File: src/rtl/picorv32_pcpi_muldiv.sv
// PCPI multiply/divide coprocessor: carry-save multiplier plus optional restoring divider.
// Define PCPI_MULDIV_DIV_EN to build the DIV/DIVU/REM/REMU group and its datapath.
module picorv32_pcpi_muldiv #(
    parameter int STEPS_AT_ONCE = 1,
    parameter int CARRY_CHAIN   = 4
) (
    input  logic        clk,
    input  logic        resetn,
    input  logic        pcpi_valid,
    input  logic [31:0] pcpi_insn,
    input  logic [31:0] pcpi_rs1,
    input  logic [31:0] pcpi_rs2,
    output logic        pcpi_wr,
    output logic [31:0] pcpi_rd,
    output logic        pcpi_wait,
    output logic        pcpi_ready
);

    typedef enum logic [1:0] {
        IDLE = 2'd0,
        MUL  = 2'd1,
        DIV  = 2'd2,
        DONE = 2'd3
    } state_t;

    // CARRY_CHAIN of 0 selects the pure carry-save adder; CC_W keeps slice widths legal either way.
    localparam int CC_W = (CARRY_CHAIN == 0) ? 64 : CARRY_CHAIN;

    state_t       state_r;
    state_t       state_next_s;
    logic [1:0]   f3_r;
    logic [6:0]   cnt_r;
    logic [6:0]   mul_last_s;
    logic         md_match_s;
    logic         mul_match_s;
    logic         div_match_s;
    logic         unused_insn_s;

    logic [63:0]  mul_rs1_r;
    logic [63:0]  mul_rs2_r;
    logic [63:0]  mul_rd_r;
    logic [63:0]  mul_rdx_r;
    logic [63:0]  nrs1_s;
    logic [63:0]  nrs2_s;
    logic [63:0]  nrd_s;
    logic [63:0]  nrdx_s;
    logic [63:0]  addend_s;
    logic [63:0]  sum_s;
    logic [63:0]  carry_s;
    logic [CC_W:0] seg_s;
    logic [63:0]  mul_full_s;
    logic [31:0]  mul_result_s;
    logic [31:0]  result_s;

    assign unused_insn_s = ^{pcpi_insn[24:15], pcpi_insn[11:7]};

    // Instruction decode for the M extension word.
    always_comb begin
        md_match_s  = (pcpi_insn[6:0] == 7'b0110011) && (pcpi_insn[31:25] == 7'b0000001);
        mul_match_s = md_match_s && !pcpi_insn[14];
`ifdef PCPI_MULDIV_DIV_EN
        div_match_s = md_match_s && pcpi_insn[14];
`else
        div_match_s = 1'b0;
`endif
    end

    // Iteration count of the running multiply: plain MUL needs only the low word.
    always_comb begin
        if (f3_r == 2'b00) begin
            mul_last_s = 7'(32 / STEPS_AT_ONCE);
        end else begin
            mul_last_s = 7'(64 / STEPS_AT_ONCE);
        end
    end

    // Next-state logic; a dropped pcpi_valid abandons the operation.
    always_comb begin
        state_next_s = state_r;
        case (state_r)
            IDLE: begin
                if (pcpi_valid && mul_match_s) begin
                    state_next_s = MUL;
                end else if (pcpi_valid && div_match_s) begin
                    state_next_s = DIV;
                end else begin
                    state_next_s = IDLE;
                end
            end
            MUL: begin
                if (!pcpi_valid) begin
                    state_next_s = IDLE;
                end else if (cnt_r == mul_last_s) begin
                    state_next_s = DONE;
                end else begin
                    state_next_s = MUL;
                end
            end
            DIV: begin
                if (!pcpi_valid) begin
                    state_next_s = IDLE;
                end else if (cnt_r == 7'd32) begin
                    state_next_s = DONE;
                end else begin
                    state_next_s = DIV;
                end
            end
            DONE:    state_next_s = IDLE;
            default: state_next_s = IDLE;
        endcase
    end

    // State register.
    always_ff @(posedge clk) begin
        if (!resetn) begin
            state_r <= IDLE;
        end else begin
            state_r <= state_next_s;
        end
    end

    // Iteration counter, cleared whenever no iteration is taking place.
    always_ff @(posedge clk) begin
        if (!resetn) begin
            cnt_r <= 7'd0;
        end else if ((state_next_s == state_r) && ((state_r == MUL) || (state_r == DIV))) begin
            cnt_r <= cnt_r + 7'd1;
        end else begin
            cnt_r <= 7'd0;
        end
    end

    // Operation select latched at accept.
    always_ff @(posedge clk) begin
        if (!resetn) begin
            f3_r <= 2'b00;
        end else if ((state_r == IDLE) && (state_next_s != IDLE)) begin
            f3_r <= pcpi_insn[13:12];
        end else begin
            f3_r <= f3_r;
        end
    end

    // STEPS_AT_ONCE shift-and-add steps kept in carry-save form (rd + rdx = partial product).
    always_comb begin
        nrs1_s   = mul_rs1_r;
        nrs2_s   = mul_rs2_r;
        nrd_s    = mul_rd_r;
        nrdx_s   = mul_rdx_r;
        addend_s = 64'd0;
        sum_s    = 64'd0;
        carry_s  = 64'd0;
        seg_s    = '0;
        for (int i = 0; i < STEPS_AT_ONCE; i++) begin
            addend_s = nrs1_s[0] ? nrs2_s : 64'd0;
            carry_s  = 64'd0;
            if (CARRY_CHAIN == 0) begin
                sum_s   = nrd_s ^ nrdx_s ^ addend_s;
                carry_s = (nrd_s & nrdx_s) | (nrd_s & addend_s) | (nrdx_s & addend_s);
            end else begin
                // rdx holds at most one set bit per segment, so a segment sum fits CC_W+1 bits.
                for (int j = 0; j < 64; j += CC_W) begin
                    seg_s = {1'b0, nrd_s[j +: CC_W]} + {1'b0, nrdx_s[j +: CC_W]}
                          + {1'b0, addend_s[j +: CC_W]};
                    sum_s[j +: CC_W]     = seg_s[CC_W-1:0];
                    carry_s[j + CC_W - 1] = seg_s[CC_W];
                end
            end
            nrd_s  = sum_s;
            nrdx_s = carry_s << 1;
            nrs1_s = nrs1_s >> 1;
            nrs2_s = nrs2_s << 1;
        end
    end

    // Multiplier operand and accumulator registers.
    always_ff @(posedge clk) begin
        if (!resetn) begin
            mul_rs1_r <= 64'd0;
            mul_rs2_r <= 64'd0;
            mul_rd_r  <= 64'd0;
            mul_rdx_r <= 64'd0;
        end else if ((state_r == IDLE) && (state_next_s == MUL)) begin
            // MULHU treats both operands unsigned, MULHSU only rs2.
            mul_rs1_r <= (pcpi_insn[13:12] == 2'b11) ? {32'd0, pcpi_rs1}
                                                     : {{32{pcpi_rs1[31]}}, pcpi_rs1};
            mul_rs2_r <= pcpi_insn[13] ? {32'd0, pcpi_rs2} : {{32{pcpi_rs2[31]}}, pcpi_rs2};
            mul_rd_r  <= 64'd0;
            mul_rdx_r <= 64'd0;
        end else if ((state_r == MUL) && (state_next_s == MUL)) begin
            mul_rs1_r <= nrs1_s;
            mul_rs2_r <= nrs2_s;
            mul_rd_r  <= nrd_s;
            mul_rdx_r <= nrdx_s;
        end else begin
            mul_rs1_r <= mul_rs1_r;
            mul_rs2_r <= mul_rs2_r;
            mul_rd_r  <= mul_rd_r;
            mul_rdx_r <= mul_rdx_r;
        end
    end

    // Resolve the carry-save pair and pick the requested product half.
    always_comb begin
        mul_full_s = mul_rd_r + mul_rdx_r;
        if (f3_r == 2'b00) begin
            mul_result_s = mul_full_s[31:0];
        end else begin
            mul_result_s = mul_full_s[63:32];
        end
    end

`ifdef PCPI_MULDIV_DIV_EN
    logic [31:0] div_quo_r;
    logic [31:0] div_rem_r;
    logic [31:0] div_dvs_r;
    logic        div_neg_q_r;
    logic        div_neg_r_r;
    logic        div_signed_s;
    logic [31:0] div_abs_a_s;
    logic [31:0] div_abs_b_s;
    logic [32:0] div_shift_s;
    logic [32:0] div_diff_s;
    logic [31:0] div_result_s;

    // Operand magnitudes and one restoring step.
    always_comb begin
        div_signed_s = !pcpi_insn[12];
        div_abs_a_s  = (div_signed_s && pcpi_rs1[31]) ? (32'd0 - pcpi_rs1) : pcpi_rs1;
        div_abs_b_s  = (div_signed_s && pcpi_rs2[31]) ? (32'd0 - pcpi_rs2) : pcpi_rs2;
        div_shift_s  = {div_rem_r, div_quo_r[31]};
        div_diff_s   = div_shift_s - {1'b0, div_dvs_r};
    end

    // Divider registers: the dividend shifts out of quo while quotient bits shift in.
    always_ff @(posedge clk) begin
        if (!resetn) begin
            div_quo_r   <= 32'd0;
            div_rem_r   <= 32'd0;
            div_dvs_r   <= 32'd0;
            div_neg_q_r <= 1'b0;
            div_neg_r_r <= 1'b0;
        end else if ((state_r == IDLE) && (state_next_s == DIV)) begin
            div_quo_r   <= div_abs_a_s;
            div_rem_r   <= 32'd0;
            div_dvs_r   <= div_abs_b_s;
            // A zero divisor must leave the all-ones quotient un-negated.
            div_neg_q_r <= div_signed_s && (pcpi_rs1[31] ^ pcpi_rs2[31]) && (pcpi_rs2 != 32'd0);
            div_neg_r_r <= div_signed_s && pcpi_rs1[31];
        end else if ((state_r == DIV) && (state_next_s == DIV)) begin
            if (!div_diff_s[32]) begin
                div_rem_r <= div_diff_s[31:0];
                div_quo_r <= {div_quo_r[30:0], 1'b1};
            end else begin
                div_rem_r <= div_shift_s[31:0];
                div_quo_r <= {div_quo_r[30:0], 1'b0};
            end
        end else begin
            div_quo_r   <= div_quo_r;
            div_rem_r   <= div_rem_r;
            div_dvs_r   <= div_dvs_r;
            div_neg_q_r <= div_neg_q_r;
            div_neg_r_r <= div_neg_r_r;
        end
    end

    // Sign correction of quotient or remainder.
    always_comb begin
        if (f3_r[1]) begin
            div_result_s = div_neg_r_r ? (32'd0 - div_rem_r) : div_rem_r;
        end else begin
            div_result_s = div_neg_q_r ? (32'd0 - div_quo_r) : div_quo_r;
        end
    end

    // Result source follows the unit that is finishing.
    always_comb begin
        if (state_r == DIV) begin
            result_s = div_result_s;
        end else begin
            result_s = mul_result_s;
        end
    end
`else
    // Result source: multiplier only.
    always_comb begin
        result_s = mul_result_s;
    end
`endif

    // Registered PCPI outputs; pcpi_rd keeps the last result outside DONE.
    always_ff @(posedge clk) begin
        if (!resetn) begin
            pcpi_wait  <= 1'b0;
            pcpi_ready <= 1'b0;
            pcpi_wr    <= 1'b0;
            pcpi_rd    <= 32'd0;
        end else begin
            pcpi_wait  <= (state_next_s == MUL) || (state_next_s == DIV);
            pcpi_ready <= (state_next_s == DONE);
            pcpi_wr    <= (state_next_s == DONE);
            if (state_next_s == DONE) begin
                pcpi_rd <= result_s;
            end else begin
                pcpi_rd <= pcpi_rd;
            end
        end
    end

endmodule

File: config.mk
export PLATFORM = sky130hd
export DESIGN_NAME = picorv32_pcpi_muldiv
export DESIGN_NICKNAME = d
export VERILOG_FILES = /design/src/rtl/picorv32_pcpi_muldiv.sv
export SDC_FILE = /design/constraint.sdc
export NUM_CORES = 1
export LEC_CHECK = 0
export ABC_AREA = 1
export CAP_MARGIN = 20
export CORE_ASPECT_RATIO = 1.5
export CORE_MARGIN = 2
export CORE_UTILIZATION = 40
export CTS_BUF_LIST = sky130_fd_sc_hd__clkbuf_4 sky130_fd_sc_hd__clkbuf_8
export CTS_CLUSTER_DIAMETER = 80
export DETAILED_ROUTE_END_ITERATION = 12
export PLACE_DENSITY = 0.62
export SETUP_SLACK_MARGIN = 0.3
export SYNTH_ARGS = -nofsm -noshare
export SYNTH_HDL_FRONTEND = slang
export SYNTH_SLANG_ARGS = --single-unit
File: constraint.sdc
create_clock -name clk -period 3.1 [get_ports clk]
set_input_delay 0.62 -clock clk [delete_from_list [all_inputs] [get_ports clk]]
set_output_delay 0.62 -clock clk [all_outputs]
set_load 0.01 [all_outputs]
==> results of run 1 <==
critical path, cell delays in order (launching register included):
cell	delay, ns
dfxtp_1	0.33
ha_1	0.51
nand2_1	0.12
inv_1	0.07
nand2_1	0.10
inv_1	0.07
nand2_1	0.08
nor2_1	0.33
nand3_1	0.31
nand4_1	0.18
nand3_1	0.26
a21oi_1	0.21
power groups by stage:
stage	clock, uW	sequential [uW]	combinational (uW)
3_5_place_dp	0	3310	188
4_1_cts	3320	3240	188
5_1_grt	3450	3240	198
6_report	3230	3240	187
3_3_place_gp	0	3310	187
2_1_floorplan	0	3310	47.7
path summary, 6_finish.rpt:
kind / start / endpoint / slack [ns] / cells past startpoint
max reg2reg: mul_rd_r[40] / pcpi_rd[13] / 0.47 / 11
min: mul_rs1_r[63] / mul_rs1_r[63] / 0.46 / 2
min reg2reg: mul_rs1_r[63] / mul_rs1_r[63] / 0.46 / 2
max: mul_rd_r[40] / pcpi_rd[13] / 0.47 / 11
cells by family after synthesis:
logic type / after synthesis / share of synthesized area (%)
simple gates: 1051 / 26.5
xor+xnor: 37 / 2.00
flops: 252 / 31.1
buf+inv: 524 / 12.4
fa+ha+maj: 103 / 9.39
compound gates: 559 / 18.6
flip-flops by register name, indices dropped and copies added, names as in the netlist:
name,cells
cnt_r,7
f3_r,2
mul_rd_r,64
mul_rdx_r,15
mul_rs1_r,64
mul_rs2_r,64
pcpi_rd,32
pcpi_ready,1
pcpi_wait,1
state_r,2
synthesized netlist by cell type:
| master | n | area, um^2 |
|---|---|---|
| nand2_1 | 612 | 2300 |
| inv_1 | 412 | 1550 |
| dfxtp_1 | 252 | 5040 |
| nor2_1 | 237 | 890 |
| o21ai_0 | 215 | 1080 |
| a21oi_1 | 211 | 1060 |
| nand3_1 | 120 | 601 |
| clkbuf_1 | 72 | 270 |
| ha_1 | 72 | 901 |
| o21ai_1 | 44 | 220 |
| a31oi_1 | 38 | 238 |
| nor3_1 | 33 | 165 |
| fa_1 | 31 | 621 |
| xnor2_1 | 31 | 272 |
| buf_2 | 21 | 105 |
| o221ai_1 | 21 | 184 |
| a211oi_1 | 16 | 120 |
| nand4_1 | 13 | 81.3 |
| buf_1 | 10 | 37.5 |
| nand3b_1 | 8 | 60.1 |
| and2_1 | 7 | 43.8 |
| a221oi_1 | 6 | 52.6 |
| nand2_2 | 6 | 37.5 |
| xor2_1 | 6 | 52.6 |
| inv_2 | 5 | 18.8 |
| nor2_2 | 5 | 31.3 |
| buf_4 | 3 | 22.5 |
| o21bai_1 | 3 | 22.5 |
| a21boi_0 | 2 | 15.0 |
| a21oi_2 | 2 | 17.5 |
| nand3_2 | 2 | 20.0 |
| nor2_4 | 2 | 22.5 |
| and2_2 | 1 | 7.51 |
| and3_1 | 1 | 6.26 |
| buf_6 | 1 | 11.3 |
| nor3_2 | 1 | 10.0 |
| nor3b_1 | 1 | 7.51 |
| nor4b_1 | 1 | 8.76 |
| o21ba_2 | 1 | 10.0 |
| or2_2 | 1 | 6.26 |
per-layer routing:
layer	share of wire, %	global-route usage, %	vias to the layer above
met3	4.8	3.25	134
met5	0	0	-
met2	49	44.7	441
met1	40	28.0	7540
met4	6.2	14.3	0
li1	-	-	8246
area by class of cell:
cell class / instances / share of cell area (%)
Antenna cell: 1 / 0.0132
Clock buffer: 66 / 4.33
Clock inverter: 6 / 0.456
Inverter: 417 / 8.29
Multi-Input combinational cell: 1750 / 48.4
Sequential cell: 252 / 26.6
Tap cell: 506 / 3.34
Timing Repair Buffer: 155 / 8.56
through the flow:
stage	hold slack, ns	utilization, %	std cells	total power (uW)	setup slack (ns)
after floorplan	0.443	-	2526	3360	0.653
after global placement	0.452	44.9	3079	3500	0.0814
after detailed placement	0.456	44.9	3079	3500	0.0462
after CTS	0.465	47.2	3151	6740	0.413
after global routing	0.478	47.3	3152	6890	0.269
final	0.464	47.3	3153	6650	0.471
==> impl_results.md, run 1 <==
- Maxcap violations: 0
- Largest net degree at the start of global routing: 112
- Slew HR: 57.9%
- Total gr overflow: 0
- Rows: 90
- Post-route ant nets: 0
- Worst min path class: reg2reg
- Unrepaired setup endpoints after global routing: true
- Number of global-route vias before repair: 16,000
- Multi-input gate area: 0.00917 mm^2
- Final Max Tran Viols: 0
- Final hold viol count: 0
- Max clock buf depth: 3
- First-pass GRT wire length: 83.8 mm
- Register bit count reported by yosys: 252
- Lkg Pwr: 0.00899 uW
- Kind of critical path: reg2reg
- Post-Syn Instances: 2,526
- Final wirelength: 52.5 mm
- Most common cell after layout, fill and taps aside: nand2_1
- Cts bufs inserted: 43
- CP Capture Type: flop
- Top-Level Pins: 134
- Area after detailed placement: 0.0180 mm^2
- Core ar.: 0.0401 mm^2
- Tmin final: 2.63 ns
- Port Buffers: 118
- Skew final: 0.0141 ns
- Final setup violation count: 0
- Clk sink count: 252
- Worst Setup Start Kind: flop
- Initial DRC Count: 848
- Finished Cell Area: 0.0189 mm^2
- Syn avg cell area: 6.42 um^2
- GRT Total Usage: 24.9%
- NumNets Final: 2,821
- CP required: 3.61 ns
- Sequential power share: 48.7%
- CTS H-Tree Depth: 2
- Peak supply drop: 0.301 mV
- CTS tree: yes
- Setup TNS: 0 ns
- Commonest non-fill, non-tap cells in the layout: nand2_1 (612), inv_1 (411), dfxtp_1 (251)
- Filler cell count: 4,202
- CP arrival: 3.14 ns
- Wire length per cell: 16.7 um
- Post-synthesis instance area: 0.0162 mm^2
- Postcts setup bufs: 0
- CTS resizes: 0
- HPWL Detailed: 40.2 mm
- Slew @ Worst Pin: 0.631 ns
- CTS hold repair buffers: 0
- Initial antenna violation count: 0
- Via density: 5.19
- Die H: 251 um
- Cell Int Power: 5190 uW
- Die footprint: 0.0422 mm^2
- Clock Latency Late Sink: 0.58 ns
- DIE WIDTH: 168 um
- Synth cell types: 40
- GP Congestion: 1.02
- Net switching power of the design: 1460 uW
- Status: finished clean
- Sw frac: 22.0%
- Comb power frac: 2.8%
- Root buffer cell: clkbuf_8
- Synth Warn #: 0
- Area growth syn-to-layout: 16.9%
- Final worst-path cycle share: 84.8%
- Clock power share: 48.5%
- Cell area power density: 351 mW/mm^2
- DRT Pass-1 Iters: 5
- Syn_nets: 2,728
- CP max FO: 5
- DR vias: 16,400
- Worst-path clk slew: 0.06 ns
- Remaining DRCs: 0
- Starting Density: 40.4%
- Share of layout cells above drive strength 1: 5.25%
- Register area share after synthesis: 31.1%
- Register Area: 0.00505 mm^2
- FMAX: 380 MHz
No activity file was read; power rests on OpenSTA's default activity.
==> inputs of run 2 (changes only) <==
==> constraint.sdc (replaced) <==
create_clock -name clk -period 2.6 [get_ports clk]
set_input_delay 0.52 -clock clk [delete_from_list [all_inputs] [get_ports clk]]
set_output_delay 0.52 -clock clk [all_outputs]
set_load 0.01 [all_outputs]
==> run 2 against run 1 <==
Register-to-register slack lost 0.17 ns. Global-route usage increased by 0.86 points. First-iteration DRC count grew 26%. Clock skew rose by 0.020 ns. Count of clock-buffer cells in the layout fell by 2. Sequential power up 19%. Largest cell class unchanged. Via count is 4.3% higher. Critical path type unchanged. Final cell count is 2.6% higher. Non-clock buffer count increased by 77. Hold slack got worse by 0.090 ns.
==> impl_results.md, run 2 (synthesized netlist as in run 1, its figures left out) <==
- Status: finished clean
- GP Congestion: 0.969 (-4.7%)
- Initial antenna violation count: 1 (+1)
- Maxcap violations: 0 (unchanged)
- Post-route ant nets: 0 (unchanged)
- DR vias: 17,100 (+4.3%)
- Skew final: 0.0342 ns (+0.0201 ns)
- CP arrival: 2.76 ns (-0.38 ns)
- Cts bufs inserted: 43 (unchanged)
- Total gr overflow: 0 (unchanged)
- Final Max Tran Viols: 0 (unchanged)
- NumNets Final: 2,899 (+2.8%)
- Max clock buf depth: 3 (unchanged)
- Final cell count without fillers: 3,234 (+2.6%)
- Rows: 90 (unchanged)
- CP max stage delay: 0.34 ns (-0.17 ns)
- Clock Latency Late Sink: 0.60 ns (+0.02 ns)
- Root buffer cell: clkbuf_8
- Share of layout cells above drive strength 1: 11.8% (+6.6 points)
- Commonest non-fill, non-tap cells in the layout: nand2_1 (600), inv_1 (403), dfxtp_1 (246)
- FMAX: 435 MHz (+14%)
- Clk sink count: 252 (unchanged)
- Number of global-route vias before repair: 16,200 (+1.2%)
- Top-Level Pins: 134 (unchanged)
- Placed insts: 3,131 (+1.7%)
- Comb power frac: 2.9% (about the same)
- Tot Pwr: 7980 uW (+20%)
- HPWL Detailed: 41.9 mm (+4.4%)
- First-pass GRT wire length: 85.6 mm (+2.1%)
- Final hold viol count: 0 (unchanged)
- Via density: 5.28 (+1.7%)
- Port Buffers: 118 (unchanged)
- Clock power share: 48.8% (+0.3 points)
- CP required: 3.06 ns (-0.55 ns)
- Tmin final: 2.30 ns (-0.333 ns)
- GRT Total Usage: 25.7% (+0.86 points)
- Final setup violation count: 0 (unchanged)
- CP max FO: 9 (+4)
- Slew @ Worst Pin: 0.693 ns (+0.0625 ns)
- Cell area power density: 393 mW/mm^2 (+12%)
- Remaining DRCs: 0 (unchanged)
- CTS H-Tree Depth: 2 (unchanged)
- Slew HR: 53.8% (-4.2 points)
- Setup crit end: mul_rs1_r[37]
- Net switching power of the design: 1810 uW (+23%)
- Crit path from: state_r[0]
- Final worst-path cycle share: 88.3% (+3.5 points)
- Final wirelength: 56.8 mm (+8.1%)
- Largest registers: mul_rd_r x64, mul_rs1_r x64, mul_rs2_r x64
- CP Capture Type: flop
- DRT Pass-1 Iters: 7 (+2)
- Peak supply drop: 0.346 mV (+15%)
- Die H: 251 um (unchanged)
- Crit-path cells: inv_4 -> ha_4 -> inv_2 -> nor3_2 -> a21oi_2 -> or2_4 -> nand2_4 -> ha_4 -> nand2_4 -> inv_6 -> nor2_4 -> clkinv_4 -> buf_12 -> buf_16 -> o21ai_1 -> o21ai_1 -> inv_1
- Worst Setup Start Kind: flop
- DIE WIDTH: 168 um (unchanged)
- Unrepaired setup endpoints after global routing: true
- Terminus of the critical flop-to-flop path: mul_rs1_r[37]
- Largest net degree at the start of global routing: 66 (-41%)
- Worst-path clk slew: 0.06 ns (about the same)
- Most common cell after layout, fill and taps aside: nand2_1
- Slowest CP cell: dfxtp_2
- Sw frac: 22.6% (+0.62 points)
- Reg2reg setup slack: 0.30 ns (-0.17 ns)
- Starting Density: 40.4% (unchanged)
- Cell Int Power: 6180 uW (+19%)
- Worst min path class: in2reg
- Initial DRC Count: 1,068 (+26%)
- CTS tree: yes
- Filler cell count: 4,007 (-4.6%)
- Worst r2r src: state_r[0]
- Core ar.: 0.0401 mm^2 (unchanged)
- Area growth syn-to-layout: 25.4%
- Wire length per cell: 17.6 um (+5.4%)
- Sequential power share: 48.4% (-0.3 points)
- Lkg Pwr: 0.00950 uW (+5.7%)
- Worst R2R Path Depth: 17 (+6)
- Kind of critical path: reg2reg
- Die footprint: 0.0422 mm^2 (unchanged)
## run 2: power groups by stage
stage                     logic, uW  clock network [uW]  registers, uW
after floorplan                56.9                   0           3950
after global routing            242                4150           3860
after detailed placement        223                   0           3950
after global placement          221                   0           3950
final                           229                3890           3860
after CTS                       226                3990           3860
## run 2: worst min path at each step
stage	end	slack (ns)	cells past startpoint	startpoint
global route	mul_rs2_r[22]	0.36	3	resetn
finish	mul_rs2_r[3]	0.37	3	resetn
CTS	mul_rs2_r[28]	0.33	3	resetn
detailed placement	pcpi_rd[4]	0.46	2	pcpi_rd[4]
floorplan	mul_rd_r[63]	0.44	1	mul_rd_r[63]
global placement	pcpi_rd[3]	0.45	2	pcpi_rd[3]
## run 2: routing by layer
metal  track usage (%)  up-vias  part of all wire, %
met2              47.6      491                   51
li1                  -     8426                    -
met5                 0        -                    0
met1              29.2     8022                   39
met4              12.3        0                  5.2
met3              2.81      127                  4.3
## run 2: per-stage QoR
step	setup slack (ns)	hold slack (ns)	utilization, %	setup TNS [ns]	area, um^2
6_report	0.303	0.374	50.7	0	20300
5_1_grt	0.188	0.357	50.7	0	20300
4_1_cts	0.297	0.333	49.1	0	19700
3_5_place_dp	-0.315	0.456	46.0	-36.98	18400
3_3_place_gp	-0.245	0.453	46.0	-28.32	18400
2_1_floorplan	0.314	0.443	-	0	16200
## run 2: area by class of cell
type                    instances  area [um^2]  share of cell area (%)
clock buffers                  64          762                    3.75
flip-flops and latches        252         5050                    24.9
inverters                     417         1600                    7.87
repair buffers                232         2490                    12.3
well taps                     506          633                    3.11
clock inverters                11          150                   0.739
repair inverters                1         8.76                  0.0431
multi-input cells            1750         9620                    47.3
diodes                          1         2.50                  0.0123
## run 2: repair_timing
item                                    4_1_cts  5_1_grt
gates resized for setup                      51      141
endpoints found under the hold margin         0        0
cloned                                        4        7
endpoints found under the setup margin      237      203
hold buffers                                  0        0
pin swaps                                     9       24
buffers inserted                              9        7
## run 2: critical path, delay by kind of cell (launching register included)
family	cells	cell delay [ns]
AO/OA/AOI/OAI	3	0.28
adder cells (fa/ha/maj)	2	0.33
buffers and inverters	7	0.61
flip-flops	1	0.34
AND/OR/NAND/NOR	5	0.61
==> inputs of run 3 (changes only) <==
--- a/config.mk
+++ b/config.mk
@@ -14,6 +14,7 @@
 export CTS_CLUSTER_DIAMETER = 80
 export DETAILED_ROUTE_END_ITERATION = 12
 export PLACE_DENSITY = 0.62
+export RECOVER_POWER = 100
 export SETUP_SLACK_MARGIN = 0.3
 export SYNTH_ARGS = -nofsm -noshare
 export SYNTH_HDL_FRONTEND = slang
==> run 3 against run 2 <==
Hold slack got worse by 0.0032 ns. Sequential power barely moved. First-iteration DRC count down 1.3%. Total power hardly changed. Flip-flop and latch count unchanged. Clock power is essentially flat. Global-route usage stayed put. Count of clock-buffer cells in the layout did not move. Sequential share of layout area is essentially flat. Critical path type unchanged.
==> impl_results.md, run 3 (synthesized netlist as in run 1, its figures left out) <==
- Status: finished clean
- Top-Level Pins: 134 (unchanged)
- CP required: 3.11 ns (+0.05 ns)
- Worst Setup Start Kind: flop
- Port Buffers: 118 (unchanged)
- Final worst-path cycle share: 91.9% (+3.6 points)
- Terminus of the critical flop-to-flop path: mul_rd_r[1]
- Filler cell count: 4,016 (+0.22%)
- Crit-path cells: inv_4 -> ha_4 -> inv_2 -> nor3_1 -> a21oi_1 -> or2_4 -> nand2_4 -> ha_4 -> nand2_8 -> inv_6 -> buf_12 -> clkbuf_4 -> o21ai_0 -> a21oi_1
- First-pass GRT wire length: 85.6 mm (unchanged)
- Unrepaired setup endpoints after global routing: true
- CP max FO: 23 (+14)
- CP Capture Type: flop
- CTS H-Tree Depth: 2 (unchanged)
- Worst min path class: in2reg
- Number of global-route vias before repair: 16,200 (unchanged)
- Slew @ Worst Pin: 0.701 ns (+0.00763 ns)
- DRT Pass-1 Iters: 6 (-1)
- Cell area power density: 394 mW/mm^2 (+0.23%)
- Peak supply drop: 0.346 mV (about the same)
- Rows: 90 (unchanged)
- Tmin final: 2.39 ns (+0.0930 ns)
- Fin Hold WS: 0.371 ns (-0.00319 ns)
- Kind of critical path: reg2reg
- CP max stage delay: 0.38 ns (+0.04 ns)
- Starting Density: 40.4% (unchanged)
- Reg2reg setup slack: 0.21 ns (-0.09 ns)
- Initial antenna violation count: 1 (unchanged)
- HP Start: resetn
- Worst-path clk slew: 0.06 ns (about the same)
- WHS Path Cells: 3 (unchanged)
- Final cell count without fillers: 3,234 (unchanged)
- Clock Latency Late Sink: 0.60 ns (about the same)
- DIE WIDTH: 168 um (unchanged)
- Share of layout cells above drive strength 1: 11.6% (-0.18 points)
- Via density: 5.26 (-0.34%)
- NumNets Final: 2,899 (unchanged)
- CP arrival: 2.90 ns (+0.14 ns)
- Final hold viol count: 0 (unchanged)
- Skew final: 0.0335 ns (-0.000704 ns)
- GP Congestion: 0.969 (unchanged)
- Commonest non-fill, non-tap cells in the layout: nand2_1 (600), inv_1 (403), dfxtp_1 (247)
- Lkg Pwr: 0.00962 uW (+1.2%)
- Max clock buf depth: 3 (unchanged)
- Slowest CP cell: clkbuf_4
- FMAX: 419 MHz (-3.9%)
- Slew HR: 53.3% (-0.51 points)
- Hold Path End: mul_rs2_r[3]
- Worst r2r src: state_r[0]
- Wire length per cell: 17.6 um (+0.10%)
- Pre-CTS setup slack: -0.315 ns (unchanged)
- Placed insts: 3,131 (unchanged)
- GRT Total Usage: 25.7% (unchanged)
- Final Max Tran Viols: 0 (unchanged)
- Initial DRC Count: 1,054 (-1.3%)
- Die H: 251 um (unchanged)
- Cts bufs inserted: 43 (unchanged)
- Clk sink count: 252 (unchanged)
- Final setup violation count: 0 (unchanged)
- Post-route ant nets: 0 (unchanged)
- Most common cell after layout, fill and taps aside: nand2_1
- DR vias: 17,000 (-0.34%)
- HPWL Detailed: 41.9 mm (unchanged)
- Remaining DRCs: 0 (unchanged)
- PnR worst setup slack: 0.211 ns (-0.0930 ns)
- Area growth syn-to-layout: 25.2%
- Core ar.: 0.0401 mm^2 (unchanged)
- Largest registers: mul_rd_r x64, mul_rs1_r x64, mul_rs2_r x64
- Largest net degree at the start of global routing: 66 (unchanged)
- Root buffer cell: clkbuf_8
- CTS hold repair buffers: 0 (unchanged)
- Worst R2R Path Depth: 14 (-3)
- Final wirelength: 56.9 mm (+0.10%)
- Maxcap violations: 0 (unchanged)
- CTS tree: yes
- Total gr overflow: 0 (unchanged)
- Die footprint: 0.0422 mm^2 (unchanged)
[run 3: per-layer routing]
metal / up-vias / GRT usage (%) / part of all wire, %
met4: 0 / 12.3 / 5.1
met3: 124 / 2.81 / 4.8
met5: - / 0 / 0
met2: 493 / 47.6 / 51
met1: 7962 / 29.2 / 39
li1: 8429 / - / -
[run 3: worst max-delay path by stage]
stage | startpoint | end | slack, ns
after global routing | state_r[0] | mul_rs1_r[35] | 0.11
final | state_r[0] | mul_rd_r[1] | 0.21
after floorplan | state_r[0] | mul_rs1_r[55] | 0.31
after detailed placement | pcpi_valid | mul_rs1_r[50] | -0.31
after CTS | mul_rd_r[4] | pcpi_rd[14] | 0.30
after global placement | pcpi_valid | mul_rs1_r[61] | -0.24
[run 3: stage by stage]
step	utilization (%)	setup TNS (ns)	power (uW)	instance area [um^2]
floorplan	-	0	4000	16200
CTS	49.1	0	8080	19700
global route	50.6	0	8250	20300
finish	50.6	0	7990	20300
global placement	46.0	-28.32	4170	18400
detailed placement	46.0	-36.98	4170	18400
[run 3: final cells by class]
class | count | area (um^2) | area share [%]
repair buffers | 232 | 2470 | 12.2
diodes | 1 | 2.50 | 0.0123
clock inverters | 11 | 150 | 0.740
inverters | 417 | 1600 | 7.89
multi-input cells | 1750 | 9610 | 47.4
clock buffers | 64 | 762 | 3.76
well taps | 506 | 633 | 3.12
flip-flops and latches | 252 | 5050 | 24.9
repair inverters | 1 | 8.76 | 0.0432
[run 3: critical path: cells and delay by family, from the launching register on]
| family | cells | cell delay (ns) |
|---|---|---|
| flip-flops | 1 | 0.34 |
| adder cells (fa/ha/maj) | 2 | 0.33 |
| AND/OR/NAND/NOR | 4 | 0.59 |
| buffers and inverters | 5 | 0.71 |
| AO/OA/AOI/OAI | 3 | 0.34 |
[run 3: where the power goes]
part           switching, uW  internal [uW]
registers             0.0283           3860
logic                   96.1            133
clock network           1710           2180
[run 3: what timing repair did]
item / in CTS / in global routing
setup buffers: 9 / 7
cloned: 4 / 7
endpoints found under the setup margin: 237 / 203
pin swaps: 9 / 24
endpoints found under the hold margin: 0 / 0
resized for setup: 51 / 141
